## config.mk

```make
export PLATFORM = sky130hd
export DESIGN_NAME = morra_match_ctrl
export DESIGN_NICKNAME = d
export VERILOG_FILES = /design/src/rtl/morra_match_ctrl.sv
export SDC_FILE = /design/constraint.sdc
export NUM_CORES = 1
export LEC_CHECK = 0
export ABC_AREA = 1
export CAP_MARGIN = 20
export CORE_MARGIN = 3
export CORE_UTILIZATION = 50
export DETAILED_ROUTE_END_ITERATION = 8
export HOLD_SLACK_MARGIN = 0.06
export MAX_ROUTING_LAYER = met4
export PLACE_DENSITY = 0.76
export SLEW_MARGIN = 20
export SYNTH_ARGS = -nofsm -noshare
export SYNTH_HDL_FRONTEND = slang
export SYNTH_SLANG_ARGS = --single-unit
```

## constraint.sdc

```tcl
create_clock -name clk -period 3.3 [get_ports clk]
set_input_delay 0.66 -clock clk [delete_from_list [all_inputs] [get_ports clk]]
set_output_delay 0.66 -clock clk [all_outputs]
set_load 0.1 [all_outputs]
```

## src/rtl/morra_match_ctrl.sv

```systemverilog
// -----------------------------------------------------------------------------
// morra_match_ctrl
//   Match sequencer sitting in front of the rock-paper-scissors game core.
//   Collects one move per player per round, strobes the core with both moves,
//   captures the verdict and reports round / match results. Enforces a per-move
//   timeout (missing moves become 00) and a core response timeout.
//
// Optional feature macro: MORRA_SCORE_EN
//   When defined, adds saturating score counters p1_wins / p2_wins / ties.
//
// Ports
//   clk, rst_n          clock (rising edge), asynchronous active-low reset
//   start_req           start a new match; aborts a running one
//   p1_vld/p1_move/p1_rdy, p2_vld/p2_move/p2_rdy   move handshakes
//   core_start          one-cycle core clear strobe
//   core_step           one-cycle "play round" strobe
//   core_p1/core_p2     latched moves presented to the core
//   core_res_vld/core_round/core_game   core verdict
//   busy                match in progress
//   round_vld           one-cycle pulse when last_round updates
//   last_round          last captured core_round
//   round_cnt           rounds issued in this match
//   done                one-cycle pulse at match end
//   result              final match result, held until next start_req
//   err                 sticky core-timeout / round-limit flag
//   p1_wins/p2_wins/ties  (MORRA_SCORE_EN only) per-match round tallies
// -----------------------------------------------------------------------------
module morra_match_ctrl #(
  parameter int MOVE_TO    = 64,
  parameter int RESP_TO    = 8,
  parameter int MAX_ROUNDS = 31,
  parameter int ROUND_W    = 5
) (
  input  logic               clk,
  input  logic               rst_n,
  input  logic               start_req,
  input  logic               p1_vld,
  input  logic [1:0]         p1_move,
  output logic               p1_rdy,
  input  logic               p2_vld,
  input  logic [1:0]         p2_move,
  output logic               p2_rdy,
  output logic               core_start,
  output logic               core_step,
  output logic [1:0]         core_p1,
  output logic [1:0]         core_p2,
  input  logic               core_res_vld,
  input  logic [1:0]         core_round,
  input  logic [1:0]         core_game,
  output logic               busy,
  output logic               round_vld,
  output logic [1:0]         last_round,
  output logic [ROUND_W-1:0] round_cnt,
  output logic               done,
  output logic [1:0]         result,
`ifdef MORRA_SCORE_EN
  output logic [ROUND_W-1:0] p1_wins,
  output logic [ROUND_W-1:0] p2_wins,
  output logic [ROUND_W-1:0] ties,
`endif
  output logic               err
);

  localparam int MT_W = $clog2(MOVE_TO + 1);
  localparam int RT_W = $clog2(RESP_TO + 1);

  typedef enum logic [2:0] {
    S_IDLE,
    S_INIT,
    S_COLLECT,
    S_ISSUE,
    S_WAIT,
    S_DONE
  } state_t;

  state_t          state;
  logic [MT_W-1:0] mv_tmr;
  logic [RT_W-1:0] rsp_tmr;
  logic            p1_rdy_q;
  logic            p2_rdy_q;
  logic            p1_held;
  logic            p2_held;
  logic [1:0]      p1_mv;
  logic [1:0]      p2_mv;

  logic            p1_take;
  logic            p2_take;
  logic            mv_expired;
  logic            p1_got;
  logic            p2_got;
  logic [1:0]      p1_next;
  logic [1:0]      p2_next;

  function automatic logic [ROUND_W-1:0] sat_inc(input logic [ROUND_W-1:0] v);
    return (v == {ROUND_W{1'b1}}) ? v : v + ROUND_W'(1);
  endfunction

  // A start request in the same cycle as a handshake wins: ready is masked
  // so the player does not believe the move was taken.
  assign p1_rdy = p1_rdy_q & ~start_req;
  assign p2_rdy = p2_rdy_q & ~start_req;

  // Move slots hold 00 until a move is taken, so a timeout simply marks the
  // missing slot as held and the null move falls out naturally.
  always_comb begin
    p1_take    = p1_vld & p1_rdy;
    p2_take    = p2_vld & p2_rdy;
    mv_expired = (state == S_COLLECT) && (mv_tmr == '0);
    p1_got     = p1_held | p1_take | mv_expired;
    p2_got     = p2_held | p2_take | mv_expired;
    p1_next    = p1_take ? p1_move : p1_mv;
    p2_next    = p2_take ? p2_move : p2_mv;
  end

  always_ff @(posedge clk or negedge rst_n) begin
    if (!rst_n) begin
      state      <= S_IDLE;
      mv_tmr     <= '0;
      rsp_tmr    <= '0;
      p1_rdy_q   <= 1'b0;
      p2_rdy_q   <= 1'b0;
      p1_held    <= 1'b0;
      p2_held    <= 1'b0;
      p1_mv      <= 2'b00;
      p2_mv      <= 2'b00;
      core_start <= 1'b0;
      core_step  <= 1'b0;
      core_p1    <= 2'b00;
      core_p2    <= 2'b00;
      busy       <= 1'b0;
      round_vld  <= 1'b0;
      last_round <= 2'b00;
      round_cnt  <= '0;
      done       <= 1'b0;
      result     <= 2'b00;
      err        <= 1'b0;
`ifdef MORRA_SCORE_EN
      p1_wins    <= '0;
      p2_wins    <= '0;
      ties       <= '0;
`endif
    end else begin
      core_start <= 1'b0;
      core_step  <= 1'b0;
      round_vld  <= 1'b0;
      done       <= 1'b0;
      if (start_req) begin
        // Start (or abort-and-restart) from any state.
        state      <= S_INIT;
        core_start <= 1'b1;
        busy       <= 1'b1;
        round_cnt  <= '0;
        last_round <= 2'b00;
        result     <= 2'b00;
        err        <= 1'b0;
        p1_rdy_q   <= 1'b0;
        p2_rdy_q   <= 1'b0;
`ifdef MORRA_SCORE_EN
        p1_wins    <= '0;
        p2_wins    <= '0;
        ties       <= '0;
`endif
      end else begin
        case (state)
          S_IDLE: begin
            state <= S_IDLE;
          end
          S_INIT: begin
            state    <= S_COLLECT;
            p1_rdy_q <= 1'b1;
            p2_rdy_q <= 1'b1;
            p1_held  <= 1'b0;
            p2_held  <= 1'b0;
            p1_mv    <= 2'b00;
            p2_mv    <= 2'b00;
            mv_tmr   <= MT_W'(MOVE_TO);
          end
          S_COLLECT: begin
            if (mv_tmr != '0) mv_tmr <= mv_tmr - MT_W'(1);
            p1_held <= p1_got;
            p2_held <= p2_got;
            p1_mv   <= p1_next;
            p2_mv   <= p2_next;
            if (p1_take) p1_rdy_q <= 1'b0;
            if (p2_take) p2_rdy_q <= 1'b0;
            if (p1_got && p2_got) begin
              state     <= S_ISSUE;
              core_step <= 1'b1;
              core_p1   <= p1_next;
              core_p2   <= p2_next;
              round_cnt <= sat_inc(round_cnt);
              p1_rdy_q  <= 1'b0;
              p2_rdy_q  <= 1'b0;
            end
          end
          S_ISSUE: begin
            state   <= S_WAIT;
            rsp_tmr <= RT_W'(RESP_TO);
          end
          S_WAIT: begin
            if (rsp_tmr != '0) rsp_tmr <= rsp_tmr - RT_W'(1);
            // A verdict arriving on the expiry cycle still counts.
            if (core_res_vld) begin
              last_round <= core_round;
              round_vld  <= 1'b1;
`ifdef MORRA_SCORE_EN
              case (core_round)
                2'b01:   p1_wins <= sat_inc(p1_wins);
                2'b10:   p2_wins <= sat_inc(p2_wins);
                2'b11:   ties    <= sat_inc(ties);
                default: ;
              endcase
`endif
              if (core_game != 2'b00) begin
                result <= core_game;
                state  <= S_DONE;
                done   <= 1'b1;
                busy   <= 1'b0;
              end else if (round_cnt == ROUND_W'(MAX_ROUNDS)) begin
                err    <= 1'b1;
                result <= 2'b11;
                state  <= S_DONE;
                done   <= 1'b1;
                busy   <= 1'b0;
              end else begin
                state    <= S_COLLECT;
                p1_rdy_q <= 1'b1;
                p2_rdy_q <= 1'b1;
                p1_held  <= 1'b0;
                p2_held  <= 1'b0;
                p1_mv    <= 2'b00;
                p2_mv    <= 2'b00;
                mv_tmr   <= MT_W'(MOVE_TO);
              end
            end else if (rsp_tmr == '0) begin
              err    <= 1'b1;
              result <= 2'b00;
              state  <= S_DONE;
              done   <= 1'b1;
              busy   <= 1'b0;
            end
          end
          S_DONE: begin
            state <= S_IDLE;
          end
          default: begin
            state <= S_IDLE;
          end
        endcase
      end
    end
  end

endmodule

```

==> results of run 1 <==
-- worst max-delay path by stage --
stage / start / end / slack (ns) / cells past startpoint
finish: start_req / p2_rdy / 0.97 / 4
floorplan: start_req / p2_rdy / 0.35 / 3
global placement: start_req / core_p2[0] / 0.95 / 12
detailed placement: start_req / core_p2[0] / 0.88 / 12
global route: round_cnt[0] / p1_rdy_q / 0.83 / 11
CTS: start_req / p2_rdy / 0.95 / 4
-- routing by layer --
metal / routed length, um / global-route usage / vias up
met5: 0 / - / -
met4: 55 / 0.0564 / 0
met3: 230 / 0.0540 / 6
met2: 1860 / 0.277 / 45
met1: 1940 / 0.224 / 784
li1: - / - / 881
-- stage by stage --
step | instance area, um^2 | power (uW) | setup slack, ns | utilization
final | 2530 | 1640 | 0.967 | 0.656
after global routing | 2530 | 1750 | 0.831 | 0.656
after CTS | 2530 | 1650 | 0.954 | 0.656
after detailed placement | 2440 | 1320 | 0.877 | 0.634
after global placement | 2440 | 1310 | 0.946 | 0.634
after floorplan | 2090 | 1170 | 0.350 | -
-- cell usage in the layout (no fill, tap or decap) --
master	netlist	layout
nor2_2	2	2
nand3_1	15	15
inv_1	37	37
a21oi_1	7	7
and2_1	1	1
buf_4	1	21
nand4_1	2	2
inv_2	1	1
ha_1	5	5
clkbuf_8	0	6
nor2_1	26	26
nor3_4	2	2
nand2_1	56	56
o211ai_1	1	1
buf_2	2	1
clkdlybuf4s50_1	0	12
clkbuf_1	1	1
nor3_2	1	1
nand2_2	4	4
xor2_1	6	6
buf_12	0	2
o21ai_0	33	33
xnor2_1	1	1
nor3b_1	1	1
nor2_4	2	2
o22ai_1	3	3
dfrtp_1	41	41
o21ai_2	1	1
nand3_2	2	2
-- power groups by stage --
stage	Sequential, uW	Clock (uW)	Combinational, uW
3_5_place_dp	646	0	676
2_1_floorplan	793	0	380
4_1_cts	637	338	679
3_3_place_gp	645	0	664
5_1_grt	649	358	744
6_report	637	327	678
-- worst max-delay path, cell delays in order --
cell and delay [ns]:
clkdlybuf4s50_1 0.40, buf_4 0.20, nor2_1 0.20, buf_12 0.20
-- registers in the layout, summed over array words and instances, names as in the netlist, 2 cells and up --
signal	count
state	3
p1_mv	2
last_round	2
p2_mv	2
result	2
rsp_tmr	4
core_p2	2
mv_tmr	7
core_p1	2
round_cnt	5
-- final cells by class --
class,instances,area (um^2),share of cell area
sequential,41,1030,0.406
multi-input combinational,171,891,0.352
timing repair buffer,36,323,0.128
inverter,38,143,0.0564
clock buffer,7,86.3,0.0341
tap,48,60.1,0.0238
-- cells by family (layout without fill, tap and decap cells) --
| kind of cell | count (synthesis) | after routing | synth area share |
|---|---|---|---|
| AOI/OAI and AO/OA | 45 | 45 | 0.112 |
| DFF | 41 | 41 | 0.490 |
| xor gates and xnor gates | 7 | 7 | 0.0293 |
| buffers and inverters | 43 | 81 | 0.0837 |
| and+or+nand+nor | 114 | 114 | 0.254 |
| adders and majority gates | 5 | 5 | 0.0299 |
==> run_results.csv, run 1 <==
group,metric,value,unit
outcome,status,"finished, final reports clean",
clock_network,cts_made_buffers,5,
drt,wl_per_cell,12.0,um
global_routing,grt.overflow.total,0,
clock_network,cts_resized,0,
timing,slew_viol_final,0,
timing,whs,0.484,ns
clock_network,clk_pin_slew_worst_paths,0.07,ns
finish,areaGrowthSynthToFinish,20.9,%
min_path,hp-class,"register to register",
global_routing,grt_pass1_wl,6.93,mm
critical_path,crit_required,2.64,ns
timing,tightest_slew,0.907,ns
timing,hold_viol,0,
global_routing,grt_pass1_vias,1569,
die,die_h,70.7,um
critical_path,crit_type,"primary input to output pin",
die,die_w,70.7,um
critical_path,arrival,1.67,ns
yosys,syn_nets,274,
placed_design,dpl.cell_count,334,
timing,max_clock_freq,0.429,GHz
critical_path,endpoint_kind,"output pin",
yosys,ys_seq_area_frac,0.490,
drt,via_per_inst,5.03,
clock_network,post_cts_buffers,0,
yosys,yosysTopAreaCellShare,0.490,
power,p_seq_frac,0.388,
timing,rsz0062_at_grt,"false",
global_routing,antenna_found_initial,0,
clock_network,clock_latency,0.29,ns
finish,n_antenna_cell,0,
critical_path,start_kind,"primary input",
yosys,synth-async-reset-ratio,1.00,
flow_run,max_cap_viol_count,0,
finish,fin_nets,312,
drt,first_iter_violations,98,
clock_network,htree_num_levels,2,
power,p_int,959,uW
placed_design,gp_congestion,0.840,
drt,via_count,1716,
yosys,synthTopCellsByArea,"dfrtp_1 49%, nand2_1 10%, o21ai_0 7.9%",
yosys,synth_common_cells,"56 x nand2_1, 41 x dfrtp_1, 37 x inv_1",
power,switching_share,0.416,
critical_path,regToRegSetupSlack,1.07,ns
yosys,syn_area_per_cell,8.20,um^2
yosys,ys.flop_type,"dfrtp_1",
timing,finalSetupViolCount,0,
clock_network,hold_buffers,0,
global_routing,grt_max_degree,42,
drt,drc_errors,0,
yosys,syn-instance-count,255,
power,vdd_drop_max,384,uV
power,p_per_area,649,mW/mm^2
placed_design,dpl.hpwl,3.00,mm
power,comb_power_share,0.413,
min_path,worstHoldStart,"busy",
die,num_rows,22,
power,leakage,0.00128,uW
placed_design,io_buffers,34,
clock_network,cts_buffer_depth,2,
finish,final.fill_count,335,
power,switching_power,683,uW
yosys,ys_ff_latch,41,
min_path,min_path_cells,2,
drt,routed_wl,4.09,mm
critical_path,rr_endpoint,"mv_tmr[6]",
yosys,synth_edf_count,0,
clock_network,tritoncts,"yes",
die,io_pins,35,
yosys,yosysMostFrequentCell,"nand2_1",
finish,final_layout_size_suffix_gt1_frac,0.154,
clock_network,cts_root_buffer,"clkbuf_8",
yosys,synth_warnings,0,
critical_path,r2r-start,"round_cnt[0]",
yosys,synth_area,0.00209,mm^2
power,clockPowerShare,0.199,
critical_path,reg2reg_depth,11,
yosys,yosysUniqueCellTypes,27,
finish,fin_cells,341,
die,dieArea,0.00500,mm^2
timing,timing.final.crit_period,2.33,ns
clock_network,clkSinkCount,41,
drt,ant_nets,0,
timing,final.setup_skew,0.00333,ns
critical_path,cp_max_fo,17,
die,core_region_area,0.00385,mm^2
timing,max_slew_margin,0.395,
timing,period_share,0.707,
drt,first_pass_iters,4,
yosys,synth.largest_area_cell,"dfrtp_1",
timing,setup_tns,0,ns
global_routing,grt_usage,0.178,
min_path,hold_path_end,"busy",
die,start_util,0.543,
Power figures use the tool's default switching activity.
==> run 2: changes to the inputs <==
--- a/config.mk
+++ b/config.mk
@@ -8,11 +8,11 @@
 export ABC_AREA = 1
 export CAP_MARGIN = 20
 export CORE_MARGIN = 3
-export CORE_UTILIZATION = 50
+export CORE_UTILIZATION = 47
 export DETAILED_ROUTE_END_ITERATION = 8
 export HOLD_SLACK_MARGIN = 0.06
 export MAX_ROUTING_LAYER = met4
-export PLACE_DENSITY = 0.76
+export PLACE_DENSITY = 0.75
 export SLEW_MARGIN = 20
 export SYNTH_ARGS = -nofsm -noshare
 export SYNTH_HDL_FRONTEND = slang
==> constraint.sdc (replaced) <==
create_clock -name clk -period 1.9 [get_ports clk]
set_input_delay 0.38 -clock clk [delete_from_list [all_inputs] [get_ports clk]]
set_output_delay 0.38 -clock clk [all_outputs]
set_load 0.1 [all_outputs]
==> run_results.csv, run 2 (same netlist as run 1, synthesis figures left out) <==
group,metric,value,unit
finish,ff_latch_area,0.00104,mm^2
critical_path,cp_cell_sequence,"ha_4, nand2_4, nor2_4, ha_4, inv_2, nand2_2, o21ai_4, nand2_2, nor3_4, buf_12, nand2_1, o21ai_1",
outcome,status,"finished, final reports clean",
critical_path,arrival,2.09,ns
timing,max_slew_margin,0.651,
clock_network,cts_buffer_depth,2,
timing,rsz0062_at_grt,"true",
finish,final_common_cell,"nand2_1",
placed_design,io_buffers,34,
clock_network,clk_pin_slew_worst_paths,0.09,ns
die,io_pins,35,
clock_network,hold_buffers,0,
die,die_w,72.7,um
finish,final.fill_count,338,
critical_path,endpoint_kind,"register",
critical_path,crit_required,2.12,ns
finish,n_antenna_cell,0,
global_routing,grt_pass1_wl,7.41,mm
timing,tightest_slew,0.524,ns
finish,final_layout_size_suffix_gt1_frac,0.262,
critical_path,path_buf_inv,2,
critical_path,regToRegSetupSlack,0.04,ns
drt,drc_errors,0,
die,num_rows,23,
drt,via_per_inst,5.03,
critical_path,crit_type,"register to register",
timing,timing.final.crit_period,1.86,ns
finish,largestRegisters,"mv_tmr x7, round_cnt x5, rsp_tmr x4",
placed_design,dpl.hpwl,3.10,mm
timing,finalSetupViolCount,0,
drt,via_count,1804,
drt,routed_wl,4.35,mm
critical_path,rr_endpoint,"mv_tmr[0]",
clock_network,cts_root_buffer,"clkbuf_8",
die,dieArea,0.00529,mm^2
critical_path,cp_max_fo,14,
timing,slew_viol_final,0,
finish,mostFrequentLayoutCells,"51 x nand2_1, 36 x dfrtp_1, 35 x inv_1",
finish,multi_input_area,986,um^2
clock_network,tritoncts,"yes",
drt,wl_per_cell,12.1,um
drt,first_pass_iters,4,
critical_path,start_kind,"register",
timing,setup_tns,0,ns
timing,period_share,0.981,
global_routing,antenna_found_initial,0,
die,die_h,72.7,um
placed_design,gp_congestion,0.790,
drt,ant_nets,0,
global_routing,grt_pass1_vias,1763,
finish,fin_nets,327,
critical_path,reg2reg_depth,12,
timing,hold_viol,0,
critical_path,crit_cells,12,
drt,first_iter_violations,55,
flow_run,max_cap_viol_count,0,
critical_path,cp-endpoint,"mv_tmr[0]",
placed_design,dp_slack,-0.0490,ns
critical_path,critPathLaunch,"round_cnt[1]",
clock_network,cts_made_buffers,5,
timing,max_clock_freq,0.536,GHz
timing,finalWorstSetupSlack,0.0357,ns
global_routing,grt_max_degree,42,
power,p_per_area,1130,mW/mm^2
finish,areaGrowthSynthToFinish,38.3,%
global_routing,grt.overflow.total,0,
global_routing,grt_usage,0.182,
critical_path,crit_slowest_cell,"dfrtp_4",
die,core_region_area,0.00414,mm^2
clock_network,clkSinkCount,41,
finish,largest_reg_flops,7,
critical_path,r2r-start,"round_cnt[1]",
clock_network,htree_num_levels,2,
clock_network,clock_latency,0.30,ns
min_path,hp-class,"primary input to async pin",
power,leakage,0.00141,uW
power,vdd_drop_max,857,uV
die,start_util,0.505,
critical_path,cp_top_family,"flip-flops",
critical_path,max_stage_delay,0.50,ns
finish,largest_register,"mv_tmr",
timing,final.setup_skew,0.0106,ns
run 2: cell count changes in the layout (fill, tap and decap cells not counted), moves of 3 or more:
| cell | change |
|---|---|
| buf_12 | +7 |
| buf_4 | +7 |
| dfrtp_1 | -5 |
| dfrtp_2 | +3 |
| nand2_1 | -5 |
| nand2_2 | +4 |
| o21ai_0 | -12 |
| o21ai_1 | +11 |
run 2: repair_timing:
item                       CTS  global route
gates resized for setup      1            15
pin swaps                    1             2
setup buffers                0             2
setup endpoints to repair    9            20
hold endpoints to repair     0             0
gates cloned                 0             0
run 2: power breakdown:
group / total, uW / switching (uW) / leakage, uW / internal [uW]
Sequential: 1110 / 86.7 / 0.000531 / 1020
Combinational: 1310 / 860 / 0.000812 / 445
Clock: 849 / 320 / 0.0000687 / 529
run 2: final cells by class:
class	instances	area share
clock buffer	5	0.0238
inverter	38	0.0493
tap	50	0.0216
multi-input combinational	171	0.341
sequential	41	0.359
timing repair buffer	51	0.182
clock inverter	3	0.0238
run 2: worst min-delay path by stage:
stage                    end  slack [ns]  start
floorplan               busy        0.08  rst_n
global placement        busy        0.46   busy
detailed placement      busy        0.47   busy
CTS                 state[1]        0.15  rst_n
global route        state[1]        0.17  rst_n
finish              state[1]        0.13  rst_n
run 2: metal layers:
layer	vias up	routed length (um)	GRT usage
met5	-	0	-
met4	0	49	0.0553
met3	8	218	0.0413
met2	37	2040	0.299
met1	839	2040	0.223
li1	920	-	-
run 2: worst reg2reg max path: stages (launching register included):
cell,delay (ns)
dfrtp_4,0.50
ha_4,0.18
nand2_4,0.07
nor2_4,0.04
ha_4,0.15
inv_2,0.05
nand2_2,0.07
o21ai_4,0.19
nand2_2,0.08
nor3_4,0.16
buf_12,0.16
nand2_1,0.06
o21ai_1,0.07
run 2: metrics by stage:
step | hold WS [ns] | instances | area, um^2 | utilization | power [uW]
4_1_cts | 0.153 | 357 | 2820 | 0.680 | 3260
6_report | 0.135 | 359 | 2890 | 0.698 | 3270
3_3_place_gp | 0.464 | 349 | 2680 | 0.647 | 2390
2_1_floorplan | 0.0844 | 255 | 2140 | - | 2070
3_5_place_dp | 0.468 | 349 | 2680 | 0.647 | 2400
5_1_grt | 0.175 | 359 | 2890 | 0.698 | 3460
